===== config.mk =====
export PLATFORM = sky130hd
export DESIGN_NAME = uart_rx_ext
export DESIGN_NICKNAME = d
export VERILOG_FILES = /design/src/rtl/uart_pkg.sv /design/src/rtl/uart_rx_sync.sv /design/src/rtl/uart_rx_ext.sv
export SDC_FILE = /design/constraint.sdc
export NUM_CORES = 1
export LEC_CHECK = 0
export BUFFER_PORTS_ARGS = -buffer_cell sky130_fd_sc_hd__buf_2
export CAP_MARGIN = 10
export CORE_ASPECT_RATIO = 0.9
export CORE_UTILIZATION = 62
export DETAILED_ROUTE_END_ITERATION = 10
export GPL_TIMING_DRIVEN = 0
export PLACE_DENSITY = 0.83
export SLEW_MARGIN = 20
export SYNTH_ARGS = -nofsm -noshare
export SYNTH_HDL_FRONTEND = slang
export SYNTH_HIERARCHICAL = 1
export SYNTH_SLANG_ARGS = --single-unit

===== constraint.sdc =====
create_clock -name clk -period 4.3 [get_ports clk]
set_input_delay 0.215 -clock clk [delete_from_list [all_inputs] [get_ports clk]]
set_output_delay 0.215 -clock clk [all_outputs]
set_load 0.05 [all_outputs]

===== src/rtl/uart_pkg.sv =====
// Shared definitions for the extended UART receiver: FSM encoding, parity sense, counter sizing.
// Latency: n/a (package only).
// Backpressure: n/a (package only).
package uart_pkg;

    // Receiver FSM encoding (3 bits, IDLE must stay zero so busy = |state is also valid).
    typedef enum logic [2:0] {
        ST_IDLE     = 3'd0,
        ST_START    = 3'd1,
        ST_DATA     = 3'd2,
        ST_PARITY   = 3'd3,
        ST_STOP     = 3'd4,
        ST_BRK_WAIT = 3'd5
    } rx_state_e;

    // Value XORed into the data parity to form the expected parity bit.
    localparam logic PAR_EVEN = 1'b0;
    localparam logic PAR_ODD  = 1'b1;

    // Width of a counter that must hold 0..n-1; never narrower than one bit.
    function automatic int cnt_width(input int n);
        return (n < 2) ? 1 : $clog2(n);
    endfunction

endpackage


===== src/rtl/uart_rx_sync.sv =====
// Metastability synchroniser for the async rx line plus 3-sample majority voter.
// Latency: SYNC_STAGES clks from i_rx to o_rxs; o_vote is combinational on the third sample.
// Backpressure: none; samples are taken whenever i_samp_en is high.
//
// Ports:
//   clk, reset   - core clock, async active-low reset (synchroniser resets to idle-high)
//   i_rx         - raw serial line
//   i_samp_en    - capture o_rxs into the two-entry sample history (first two of three samples)
//   o_rxs        - synchronised line
//   o_vote       - majority of the two stored samples and the current o_rxs
module uart_rx_sync #(
    parameter int SYNC_STAGES = 2
) (
    input  logic clk,
    input  logic reset,
    input  logic i_rx,
    input  logic i_samp_en,
    output logic o_rxs,
    output logic o_vote
);

    logic [SYNC_STAGES-1:0] r_sync;
    logic [1:0]             r_samp;

    always_ff @(posedge clk or negedge reset) begin
        if (!reset) begin
            r_sync <= '1;
            r_samp <= '0;
        end else begin
            r_sync <= {r_sync[SYNC_STAGES-2:0], i_rx};
            if (i_samp_en) begin
                r_samp <= {r_samp[0], o_rxs};
            end
        end
    end

    assign o_rxs = r_sync[SYNC_STAGES-1];

    // The third sample is the live synchronised value, so the vote is ready on the
    // same tick that would otherwise have stored it.
    assign o_vote = (r_samp[1] & r_samp[0]) | (r_samp[1] & o_rxs) | (r_samp[0] & o_rxs);

endmodule


===== src/rtl/uart_rx_ext.sv =====
// Oversampled UART receiver: DBIT data bits LSB-first, optional even/odd parity, 1 or 2 stop bits, break detect.
// Latency: rx_done_tck fires on the vote tick (mid-bit + 1) of the last stop bit, plus SYNC_STAGES clks of input sync.
// Backpressure: none; the consumer must take dout on rx_done_tck, outputs then hold until the next frame.
//
// Ports:
//   clk, reset   - system clock, async active-low reset
//   rx           - async serial line, idle high
//   s_tck        - oversampling tick, one clk wide, OVS ticks per bit
//   rx_done_tck  - one-clk strobe: frame complete, dout and flags updated this cycle
//   dout         - received data, LSB = first bit on the line
//   parity_err   - parity mismatch in last frame (always 0 without a parity bit)
//   frame_err    - a stop bit was sampled low in last frame
//   break_det    - last frame was all zeros through the first stop bit
//   busy         - FSM is not idle
module uart_rx_ext
    import uart_pkg::*;
#(
    parameter int DBIT        = 8,
    parameter int OVS         = 16,
    parameter int PARITY_EN   = 0,
    parameter int PARITY_ODD  = 0,
    parameter int SB_BITS     = 1,
    parameter int SYNC_STAGES = 2
) (
    input  logic            clk,
    input  logic            reset,
    input  logic            rx,
    input  logic            s_tck,
    output logic            rx_done_tck,
    output logic [DBIT-1:0] dout,
    output logic            parity_err,
    output logic            frame_err,
    output logic            break_det,
    output logic            busy
);

    localparam int SW = cnt_width(OVS);
    localparam int NW = cnt_width(DBIT);

    // Tick positions inside one bit period.
    localparam logic [SW-1:0] S_EARLY = SW'(OVS / 2 - 1);
    localparam logic [SW-1:0] S_MID   = SW'(OVS / 2);
    localparam logic [SW-1:0] S_VOTE  = SW'(OVS / 2 + 1);
    localparam logic [SW-1:0] S_LAST  = SW'(OVS - 1);

    localparam logic [NW-1:0] N_DLAST = NW'(DBIT - 1);
    localparam logic [NW-1:0] N_SLAST = NW'(SB_BITS - 1);

    localparam logic HAS_PAR   = (PARITY_EN != 0);
    localparam logic PAR_SENSE = (PARITY_ODD != 0) ? PAR_ODD : PAR_EVEN;

    rx_state_e       r_state;
    logic [SW-1:0]   r_s;
    logic [NW-1:0]   r_n;          // data bit index, reused as stop bit index
    logic [DBIT-1:0] r_shift;
    logic            r_par_bit;
    logic            r_par_err;
    logic            r_stop_err;   // a non-final stop bit was low
    logic            r_stop0_low;  // first stop bit was low (break qualifier)

    logic            r_done;
    logic [DBIT-1:0] r_dout;
    logic            r_pe;
    logic            r_fe;
    logic            r_brk;

    logic            w_rxs;
    logic            w_vote;
    logic            w_samp_en;
    logic            w_vote_tck;
    logic            w_last_tck;
    logic            w_stop0_low;
    logic            w_brk;

    assign w_samp_en  = s_tck && (r_state != ST_IDLE) && ((r_s == S_EARLY) || (r_s == S_MID));
    assign w_vote_tck = s_tck && (r_s == S_VOTE);
    assign w_last_tck = s_tck && (r_s == S_LAST);

    uart_rx_sync #(
        .SYNC_STAGES (SYNC_STAGES)
    ) u_sync (
        .clk       (clk),
        .reset     (reset),
        .i_rx      (rx),
        .i_samp_en (w_samp_en),
        .o_rxs     (w_rxs),
        .o_vote    (w_vote)
    );

    // With one stop bit the first stop bit is the one being voted right now.
    assign w_stop0_low = (r_n == '0) ? ~w_vote : r_stop0_low;
    // r_par_bit stays 0 when there is no parity bit, so it never blocks a break.
    assign w_brk       = (r_shift == '0) && !r_par_bit && w_stop0_low;

    always_ff @(posedge clk or negedge reset) begin
        if (!reset) begin
            r_state     <= ST_IDLE;
            r_s         <= '0;
            r_n         <= '0;
            r_shift     <= '0;
            r_par_bit   <= 1'b0;
            r_par_err   <= 1'b0;
            r_stop_err  <= 1'b0;
            r_stop0_low <= 1'b0;
            r_done      <= 1'b0;
            r_dout      <= '0;
            r_pe        <= 1'b0;
            r_fe        <= 1'b0;
            r_brk       <= 1'b0;
        end else begin
            r_done <= 1'b0;

            // Tick counter only runs outside IDLE; a tick coincident with the
            // start edge is therefore not counted.
            if ((r_state != ST_IDLE) && s_tck) begin
                r_s <= (r_s == S_LAST) ? '0 : r_s + 1'b1;
            end

            case (r_state)
                ST_IDLE: begin
                    r_s <= '0;
                    if (!w_rxs) begin
                        r_state <= ST_START;
                    end
                end

                ST_START: begin
                    if (w_vote_tck && w_vote) begin
                        r_state <= ST_IDLE;          // glitch, not a real start bit
                    end else if (w_last_tck) begin
                        r_state <= ST_DATA;
                        r_n     <= '0;
                    end
                end

                ST_DATA: begin
                    if (w_vote_tck) begin
                        r_shift <= {w_vote, r_shift[DBIT-1:1]};
                    end
                    if (w_last_tck) begin
                        if (r_n == N_DLAST) begin
                            r_n        <= '0;
                            r_stop_err <= 1'b0;
                            r_par_bit  <= 1'b0;
                            r_par_err  <= 1'b0;
                            r_state    <= HAS_PAR ? ST_PARITY : ST_STOP;
                        end else begin
                            r_n <= r_n + 1'b1;
                        end
                    end
                end

                ST_PARITY: begin
                    if (w_vote_tck) begin
                        r_par_bit <= w_vote;
                        r_par_err <= w_vote ^ (^r_shift) ^ PAR_SENSE;
                    end
                    if (w_last_tck) begin
                        r_state <= ST_STOP;
                    end
                end

                ST_STOP: begin
                    if (w_vote_tck) begin
                        if (r_n == '0) begin
                            r_stop0_low <= ~w_vote;
                        end
                        if (r_n == N_SLAST) begin
                            // Finish at mid-bit so a following start edge is not missed.
                            r_done  <= 1'b1;
                            r_dout  <= r_shift;
                            r_pe    <= HAS_PAR && r_par_err;
                            r_fe    <= r_stop_err | ~w_vote;
                            r_brk   <= w_brk;
                            r_state <= w_brk ? ST_BRK_WAIT : ST_IDLE;
                        end else begin
                            r_stop_err <= r_stop_err | ~w_vote;
                        end
                    end
                    if (w_last_tck) begin
                        r_n <= r_n + 1'b1;
                    end
                end

                ST_BRK_WAIT: begin
                    // Hold off until the line releases so a long break yields one frame.
                    if (w_rxs) begin
                        r_state <= ST_IDLE;
                    end
                end

                default: r_state <= ST_IDLE;
            endcase
        end
    end

    assign rx_done_tck = r_done;
    assign dout        = r_dout;
    assign parity_err  = r_pe;
    assign frame_err   = r_fe;
    assign break_det   = r_brk;
    assign busy        = (r_state != ST_IDLE);

endmodule


---- Word-level counts from Yosys, hierarchy flattened ----
Cells that the tools add are included.
cells by class
  $add $sub $neg .......................... 2
  equal/unequal tests ..................... 23
  muxes and demuxes ....................... 31
  bitwise logic cells ..................... 7
  reductions and logical operators ........ 24
operators by type and width
  cell                 number
  $mux 3               15
  $ne 2x2->1 const B   11
  $pmux 3 s6           1
  $eq 4x4->1 const B   3
  $mux 4               3
  $reduce_and 5->1     2
  $eq 3x3->1 const B   3
  $mux 1               9
  $pmux 3 s3           1
  $logic_not 8->1      1
  $reduce_and 8->1     1
  $logic_and 1x1->1    7
  $eq 3x2->1 const B   2
  $logic_not 3->1      2
  $reduce_bool 2->1    3
  $reduce_bool 3->1    2
  $add 4x1->4 const B  1
  $eq 4x3->1 const B   1
  $pmux 1 s2           2
  $reduce_and 2->1     2
  $reduce_and 4->1     1
  $add 3x1->3 const B  1
  $and 1x1->1          3
  $eq 3x1->1 const B   1
  7 further kinds      9
storage, ports and cells
  flip-flop bits (word level) ............. 36
  output and inout bits ................... 13

---- Logic depth before layout (Yosys ltp) ----
Gate-level depths: netlist of the first run.
  depth in word-level cells ............... 10
  depth in mapped cells ................... 8
  gate-level depth less buffers ........... 6

---- By module ----
Netlist of the first run, hierarchy kept.
modules (own cells, without submodules)
  module        instances  cells an instance  area each (µm²)  sequential area each (µm²)
  uart_rx_ext   1          151                1679.1           800.8
  uart_rx_sync  1          7                  136.4            102.6

---- Worst setup path before layout of the first run ----
OpenSTA, ideal clock, no wires.
  path type ............................... reg-to-reg
  from .................................... reg r_state[2]
  to ...................................... reg u_sync.r_samp[0]
  setup time .............................. 0.125 ns
  arrival time ............................ 1.785 ns
  setup slack ............................. 2.390 ns
  stages on the path, launching flop included .. 6
  period minus slack after synthesis ...... 1.910 ns
  path through ............................ dfrtp_1 buf_2 nor3_1 inv_1 and3_1 mux2_2
between the ends
  longest elaborated chain between the ends .. 3
RTL lines
  item                            RTL line            RTL
  from (decl)                     uart_rx_ext.sv:52   rx_state_e r_state;
  from (signal assigned)          uart_rx_ext.sv:146  r_state <= HAS_PAR ? ST_PARITY : ST_STOP;
  from (signal assigned)          uart_rx_ext.sv:175  r_state <= w_brk ? ST_BRK_WAIT : ST_IDLE;
  $reduce_bool 3->1               n/a
  via busy                        uart_rx_ext.sv:34   output logic busy
  $logic_and 1x1->1 (2 in a row)  uart_rx_ext.sv:75   assign w_samp_en = s_tck && (r_state != ST_IDLE) && ((r_s == S_EARLY) || (r_s == S_MID));
  via w_samp_en                   uart_rx_ext.sv:69   logic w_samp_en;
  to (signal assigned)            uart_rx_sync.sv:32  r_samp <= {r_samp[0], o_rxs};
  to (decl)                       uart_rx_sync.sv:23  logic [1:0] r_samp;
The timed path passes the listed nets, and every way through them passes these cells.
A chain may end at the register's enable or synchronous reset.

---- Worst setup path in the final report of the first run ----
  from .................................... reg r_state[2]
  to ...................................... out busy
between the ends
  longest elaborated chain between the ends .. 1
RTL lines
  item               RTL line            RTL
  $reduce_bool 3->1  uart_rx_ext.sv:202  assign busy = (r_state != ST_IDLE);
  to (decl)          uart_rx_ext.sv:34
Every way passes these cells.

==> impl_summary.md, run 1 <==
Status
The run finished with clean final reports.

Detailed routing
The first-iteration detailed-routing DRC count is 50. The via total after detailed routing is 1264. The routed design has 3375 um of wire.

The residual DRC count is 0. In the routed layout, each cell is associated on average with a via count of 5.694. After detailed routing, the average wire length per cell comes to 15.20 um. The post-route antenna net violation count is 0.

The count of TritonRoute iterations in the first routing pass is 4.

Die
The die is 59.04 um wide. The die covers 0.003149 mm^2. 17 I/O pins were placed.

The initial utilization of the core area, before any placement, comes to 0.6554. In this run the standard cell core region covers 0.002770 mm^2. After floorplanning, the core was divided into 18 placement rows. The vertical die dimension is 53.34 um.

Critical path
In this run the register-to-register setup slack is 2420 ps. STA puts the critical path data required time at 4090 ps. The worst register-to-register path begins at r_state[2]. Measured in cells, the most critical reg-to-reg path has a length of 5. The data arrival time of the worst path is 1870 ps. Of all nets on the critical path, the largest fanout is 10. The worst flop-to-flop path endpoint is u_sync/r_samp[0]. The worst setup path is of the register to primary output kind. The critical path capture point type is a primary output. The kind of start point of the critical path is a register.

Synth
The combined area of all synthesized cells is 0.001815 mm^2. The top cell type by total area after synthesis is dfrtp_1. By count the netlist is led by 34 x dfrtp_1, 15 x mux2_2, 12 x nand2_1. The synthesized area per cell is 11.49 um^2. The number of different library cells in the post-synthesis netlist is 43. The gate count of the mapped netlist is 158. The most instantiated flip-flop cell in the synthesis netlist is dfrtp_1. The post-synthesis net count is 168. By area the synthesized netlist is led by dfrtp_1 47%, mux2_2 9.3%, ha_1 4.1%, dfstp_2 2.9%, mux2_4 2.5%.

The share of synthesized area in the top cell type comes to 0.4686. The cell with the most instances after synthesis is dfrtp_1. In the synthesized netlist the async set-or-reset flop fraction comes to 1.000. Of the synthesized area, sequential elements account for 0.4976.

The count of warnings emitted by yosys is 6. The total of flip-flops plus latches after synthesis is 36. In this run, synthesis inferred 0 flip-flops with an integrated enable.

Clock network
TritonCTS built the clock tree. The number of setup buffers added after CTS is 0. After clock tree synthesis, the clock-pin slew on the worst setup and hold paths is 100 ps. The number of clock buffers added by TritonCTS is 5.

Post-CTS repair changed the size of 0 cells. The H-tree depth is 2. Hold repair after CTS inserted 2 buffers. Clock latency on the worst-skew pair, taken at its later pin, is 350 ps. The CTS root buffer is clkbuf_4. Clock tree synthesis found a total of 36 sinks. The longest clock path from root to sink contains 2 buffers.

Global routing
The number of antenna violations at the first check in global routing was 0. Entering global routing, the biggest net connects 37 pins. The all-layer global routing usage is 0.2382. The total global routing overflow is 0. The first-pass GRT wire length is 5340 um.

The number of global-route vias before repair was 1186.

Timing
The final max-slew violation count is 0. The hold violation total from the final report is 0. The clock skew is 7.447 ps. The worst path in the final design needs a cycle of 2085 ps, including I/O delays and setup.

Of the available clock period, the critical path in the final layout requires 0.4848. For the pin with the worst max-slew slack, the measured transition is 765.0 ps. The relative slew slack is 0.4900.

Setup repair after global routing left no endpoint under its margin. The top achievable clock speed is 479.7 MHz. Setup violations remaining at the end of the flow were counted as 0. The final setup TNS is 0 ps.

Power
The peak supply drop is 0.4127 mV. The analysis attributes to cell leakage a power of 1.027 nW. The power density over the cells is 439.9 mW/mm^2. The design draws 0.8861 mW.

Finish
The share of final-layout standard cells stronger than drive strength 1 is 0.3132. The post-route cell area is 0.002014 mm^2. 0 antenna diodes ended up in the layout. The area growth from synthesis to layout is 10.96%. The final layout contains 191 nets.

Place
The placement-stage cell area is 0.001936 mm^2. Port buffering added 14 buffers. The global placement routability congestion is 0.8693. Detailed placement ended at an HPWL of 2342 um.

Hold path
The worst hold path terminates at r_s[0]. Counting instances, the worst hold path has a depth of 3. The path class of the tightest hold or removal check is input port to register. The worst hold path begins at s_tck.

Job
Max-cap violations in this run came to 0.
[sequential cells by signal, summed over array words and instances, names as in the netlist]
name / cells
r_s: 4
r_state: 3
dout: 8
break_det: 1
r_par_bit: 1
rx_done_tck: 1
u_sync/r_sync: 2
r_stop0_low: 1
r_stop_err: 1
r_shift: 8
u_sync/r_samp: 2
r_n: 3
frame_err: 1
[cells by family after synthesis]
| group | after synthesis | share of synthesized area |
|---|---|---|
| buffers and inverters | 16 | 0.04617 |
| AO/OA/AOI/OAI | 27 | 0.09443 |
| adder cells (fa/ha/maj) | 7 | 0.04755 |
| XOR/XNOR | 2 | 0.009650 |
| flip-flops | 36 | 0.4976 |
| other | 1 | 0.002066 |
| multiplexers | 22 | 0.1399 |
| AND/OR/NAND/NOR | 47 | 0.1627 |
[cells in the final DEF (no fill, tap or decap), drive strengths merged, types with 2 or more instances in the layout]
cell | synthesis | layout
nand3 | 2 | 2
dfstp | 2 | 2
dfrtp | 34 | 34
nor2 | 8 | 8
inv | 8 | 8
xor2 | 2 | 2
a21oi | 8 | 8
clkbuf | 0 | 8
nand3b | 2 | 2
nand2 | 12 | 12
a31oi | 2 | 2
mux2i | 4 | 4
or3 | 2 | 2
nor2b | 2 | 2
and3 | 3 | 3
o21ai | 10 | 10
dlygate4sd3 | 0 | 2
mux2 | 18 | 18
nor3 | 5 | 5
ha | 6 | 6
buf | 8 | 22
nand2b | 3 | 3
[metal layers]
| metal | wire (um) | global-route usage | up-vias |
|---|---|---|---|
| met1 | 1613 | 0.3126 | 625 |
| met4 | 61 | 0.1032 | 0 |
| li1 | - | - | 603 |
| met2 | 1575 | 0.3731 | 28 |
| met3 | 124 | 0.05868 | 8 |
| met5 | 0 | 0 | - |
[how the worst max path moves through the flow]
stage,startpoint,end
2_1_floorplan,r_state[2],u_sync/r_samp[0]
3_3_place_gp,r_state[2],u_sync/r_samp[0]
3_5_place_dp,r_state[2],u_sync/r_samp[1]
4_1_cts,r_state[2],busy
5_1_grt,r_state[2],busy
6_report,r_state[2],busy
[critical path: stages, from the launching register on]
cell     delay [ps]
dfrtp_1         480
buf_2           230
nor3_1          470
inv_1           110
buf_2           240
[stage by stage]
stage	std cells	hold slack (ps)	utilization	worst slack [ps]
finish	222	185.1	0.7272	2215
global route	222	202.4	0.7272	2097
CTS	222	171.4	0.7272	2224
detailed placement	212	321.5	0.6987	2465
global placement	212	321.5	0.6987	2478
floorplan	158	-80.59	-	2390
[report_power, final]
group	switching, mW	internal, mW	total, mW
clock network	0.109	0.0807	0.190
registers	0.0442	0.382	0.426
logic	0.169	0.101	0.270
[cell type report]
class	instances	area [um^2]
buffer	8	53.80
clock buffer	8	58.81
fill	211	755.7
inverter	8	30.03
multi-input combinational	106	828.3
sequential	36	903.4
tap	40	50.05
timing repair buffer	16	90.09
(Power assumes the default switching activity.)
==> run 2, diff against run 1 <==
--- a/config.mk
+++ b/config.mk
@@ -5,13 +5,14 @@
 export SDC_FILE = /design/constraint.sdc
 export NUM_CORES = 1
 export LEC_CHECK = 0
+export ABC_AREA = 1
 export BUFFER_PORTS_ARGS = -buffer_cell sky130_fd_sc_hd__buf_2
 export CAP_MARGIN = 10
 export CORE_ASPECT_RATIO = 0.9
-export CORE_UTILIZATION = 62
+export CORE_UTILIZATION = 52
 export DETAILED_ROUTE_END_ITERATION = 10
 export GPL_TIMING_DRIVEN = 0
-export PLACE_DENSITY = 0.83
+export PLACE_DENSITY = 0.74
 export SLEW_MARGIN = 20
 export SYNTH_ARGS = -nofsm -noshare
 export SYNTH_HDL_FRONTEND = slang
==> constraint.sdc (replaced) <==
create_clock -name clk -period 1.85 [get_ports clk]
set_input_delay 0.0925 -clock clk [delete_from_list [all_inputs] [get_ports clk]]
set_output_delay 0.0925 -clock clk [all_outputs]
set_load 0.05 [all_outputs]
==> impl_summary.md, run 2 <==
Global routing
The first-pass GRT wire length is 5713 um (+7.0%). The pin count of the biggest net entering global routing is 37 (unchanged). The total global routing overflow is 0 (unchanged). The number of global-route vias before repair came to 1253 (+5.6%). The all-layer global routing usage is 0.2055 (-0.03270). The number of antenna violations at the first check in global routing is 0 (unchanged).

Detailed routing
The total wirelength of the detailed-routed design came to 3265 um (-3.3%). The post-route antenna net violation count is 0 (unchanged). The count of TritonRoute iterations in the first routing pass was 4 (unchanged). The via total after detailed routing is 1414 (+12%). The mean routed wirelength per cell was 11.54 um (-24%).

The ratio of routed vias to standard cells is 4.996 (-12%). The residual DRC count came to 0 (unchanged). The first-iteration detailed-routing DRC count is 106 (+110%).

Hold path
The worst min-delay path class is input port to register. The startpoint identified for the worst hold timing path is s_tck. The worst hold path terminates at r_s[1]. The worst hold path depth was 3 (unchanged).

Finish
The final-stage net count is 248 (+30%). The area growth from synthesis to layout is 14.36%. The most common cell after layout, fill and taps aside is nand2_1. The library cells used most frequently in the layout, excluding fill and tap cells, are 63 x nand2_1, 34 x dfrtp_1, 22 x inv_1, 18 x nand3_1, 16 x nor2_1. The share of final-layout standard cells stronger than drive strength 1 is 0.2134 (-0.09980).

The final antenna diode count came to 0 (unchanged).

Place
The global placement routability congestion was 0.8938 (+2.8%). The number of buffers added on ports came to 15 (+1). The half-perimeter wire length of the detailed placement result is 2347 um (+0.20%).

Timing
The final max-slew violation count is 0 (unchanged). In the finished design, the share of the clock period the worst path needs comes to 0.8993. The clock skew is 6.044 ps (-1.403 ps). The total of endpoints with negative setup slack in the final report came to 0 (unchanged). The final setup TNS is 0 ps (unchanged). The shortest period the worst path allows is 1664 ps. The slew of the pin with the lowest slew margin is 789.5 ps (+24.51 ps).

The relative slew slack is 0.4737 (-0.01634). The hold violation total from the final report is 0 (unchanged). The smallest hold slack is 147.3 ps (-37.80 ps). The top achievable clock speed is 601.1 MHz.

Setup repair after global routing left no endpoint under its margin.

Critical path
STA classifies the critical path endpoint as a register. The kind of critical path is register to register. The largest fanout on the critical path is 10 (unchanged). The worst flop-to-flop path startpoint is r_s[1]. The endpoint identified for the worst register-to-register timing path is break_det. The data required time at the worst endpoint is 2030 ps (-2060 ps).

The data arrival time of the worst path was 1840 ps (-30 ps). The count of cells along the worst register-to-register path is 10 (+5). The register-to-register path setup slack is 190 ps (-2230 ps). The kind of start point of the critical path is a register.

Clock network
The TritonCTS buffer count came to 5 (unchanged). The number of buffers added for setup after CTS was 0 (unchanged). The H-tree depth is 2 (unchanged).

The clock sink total is 36 (unchanged). The maximum number of buffers from clock root to sink is 2 (unchanged). The clock latency on the worst-skew pair came to 280 ps (-70 ps).

The CTS root buffer is clkbuf_8. The TritonCTS clock tree is built. The post-CTS clock slew at the launch and capture registers of the worst setup and hold paths is 70 ps (-30 ps).

Power
The peak supply drop is 0.8153 mV (+98%). The leakage power is 1.074 nW (+4.6%). The power density over the cells was 1067 mW/mm^2 (+140%).

Synth
The portion of synthesized cell area occupied by the leading cell type came to 0.4674 (-0.001288). The number of synthesized flops with an enable pin was 0 (unchanged). Summed over all instances, the cell type with the most area after synthesis is dfrtp_1. Among all cell types in the netlist, the one instantiated most often is nand2_1.

The sequential-to-total area share from yosys stat was 0.4962 (-0.001368). The fraction of registers with async set/reset is 1.000 (unchanged). The count of warnings emitted by yosys is 6 (unchanged). The combined area of all synthesized cells is 0.001820 mm^2 (+0.28%). The synthesized area per cell was 8.507 um^2 (-26%).

The post-synthesis net count was 224 (+33%). Ranked by total cell area, the synthesized netlist is headed by dfrtp_1 47%, nand2_1 13%, nand3_1 4.9%, inv_1 4.5%, ha_1 4.1%. The total of flip-flops plus latches after synthesis is 36 (unchanged).

The gate count of the mapped netlist is 214 (+35%). Counting instances in the post-synthesis netlist gives the leading cell types as 63 x nand2_1, 34 x dfrtp_1, 22 x inv_1. The most instantiated flip-flop cell in the synthesis netlist is dfrtp_1. The number of different library cells in the post-synthesis netlist is 26 (-40%).

Die
The total number of placement rows is 20 (+2). The die outline width is 64.37 um (+9.0%). The number of primary I/O pins is 17 (unchanged).

The starting utilization of the core area is 0.5429 (-0.1125). The die outline area was 0.003742 mm^2 (+19%). The vertical die dimension is 58.13 um (+9.0%). The standard cell core area is 0.003353 mm^2 (+21%).

Job
The count of maximum capacitance violations is 0 (unchanged).

Status
The run finished with clean final reports.
[run 2: cell types whose count changed in the layout (fill, tap and decap cells not counted), sizes merged, moves of 4 or more]
cell and change:
mux2i -4, nor2 +12, nand2 +55, a21oi -5, buf -4, mux2 -17
nand3 +17, inv +18, o21ai +15
[run 2: how the worst max path moves through the flow]
stage | start | to | slack [ps] | cells past startpoint
after CTS | r_s[1] | break_det | 170 | 10
final | r_s[1] | break_det | 190 | 10
after floorplan | r_state[2] | u_sync/r_samp[0] | 340 | 5
after detailed placement | r_s[1] | break_det | 200 | 10
after global placement | r_s[1] | break_det | 240 | 10
after global routing | r_s[1] | break_det | 30 | 10
[run 2: cells by family after synthesis]
family          synth area share
other cells             0.002060
mux                     0.006185
buf+inv                  0.07010
compound gates           0.09691
flops                     0.4962
fa+ha+maj                0.04124
xor+xnor                0.009624
simple gates              0.2777
[run 2: area by class of cell]
cell class	count	area (um^2)
clock inverter	3	42.54
multi-input combinational	149	789.5
inverter	26	97.59
timing repair buffer	17	95.09
tap	44	55.05
sequential	36	903.4
clock buffer	5	68.82
buffer	3	30.03
fill	297	1271
[run 2: per-layer routing]
metal  global-route usage  wire [um]  share of wire  vias up
li1                     -          -              -      723
met5                    0          0              0        -
met2               0.2887       1402           0.43       25
met1               0.3047       1711           0.52      664
met4              0.07619         21         0.0064        0
met3              0.05315        129          0.040        2
[run 2: repair_timing]
| item | in CTS | in global routing |
|---|---|---|
| hold endpoints to repair | 35 | 0 |
| endpoints found under the setup margin | 0 | 0 |
| hold buffers | 2 | 0 |
| resized for setup | 0 | 0 |
[run 2: power by group]
group / total, mW / switching [mW] / leakage, nW / internal [mW]
sequential: 0.948 / 0.0925 / 0.481 / 0.856
clock: 0.667 / 0.268 / 0.0541 / 0.398
combinational: 0.606 / 0.424 / 0.539 / 0.182
total: 2.22 / 0.785 / 1.07 / 1.44
[run 2: per-stage QoR]
step / total power, mW / util / setup WS [ps] / instance area [um^2] / instances
after floorplan: 1.419 / - / 341.2 / 1821 / 214
after global placement: 1.544 / 0.5817 / 238.1 / 1951 / 273
after detailed placement: 1.562 / 0.5817 / 201.3 / 1951 / 273
after CTS: 2.242 / 0.6209 / 171.2 / 2082 / 283
after global routing: 2.387 / 0.6209 / 30.33 / 2082 / 283
final: 2.221 / 0.6209 / 186.3 / 2082 / 283
[run 2: worst max-delay path, cell delays in order, from the launching register on]
cell     delay [ps]
dfrtp_1         400
inv_1           100
ha_1            140
nand2_1          60
inv_2           110
nand2_4          80
nor3_4          210
inv_2           150
buf_6           180
nand2_1          60
nand2_1          50
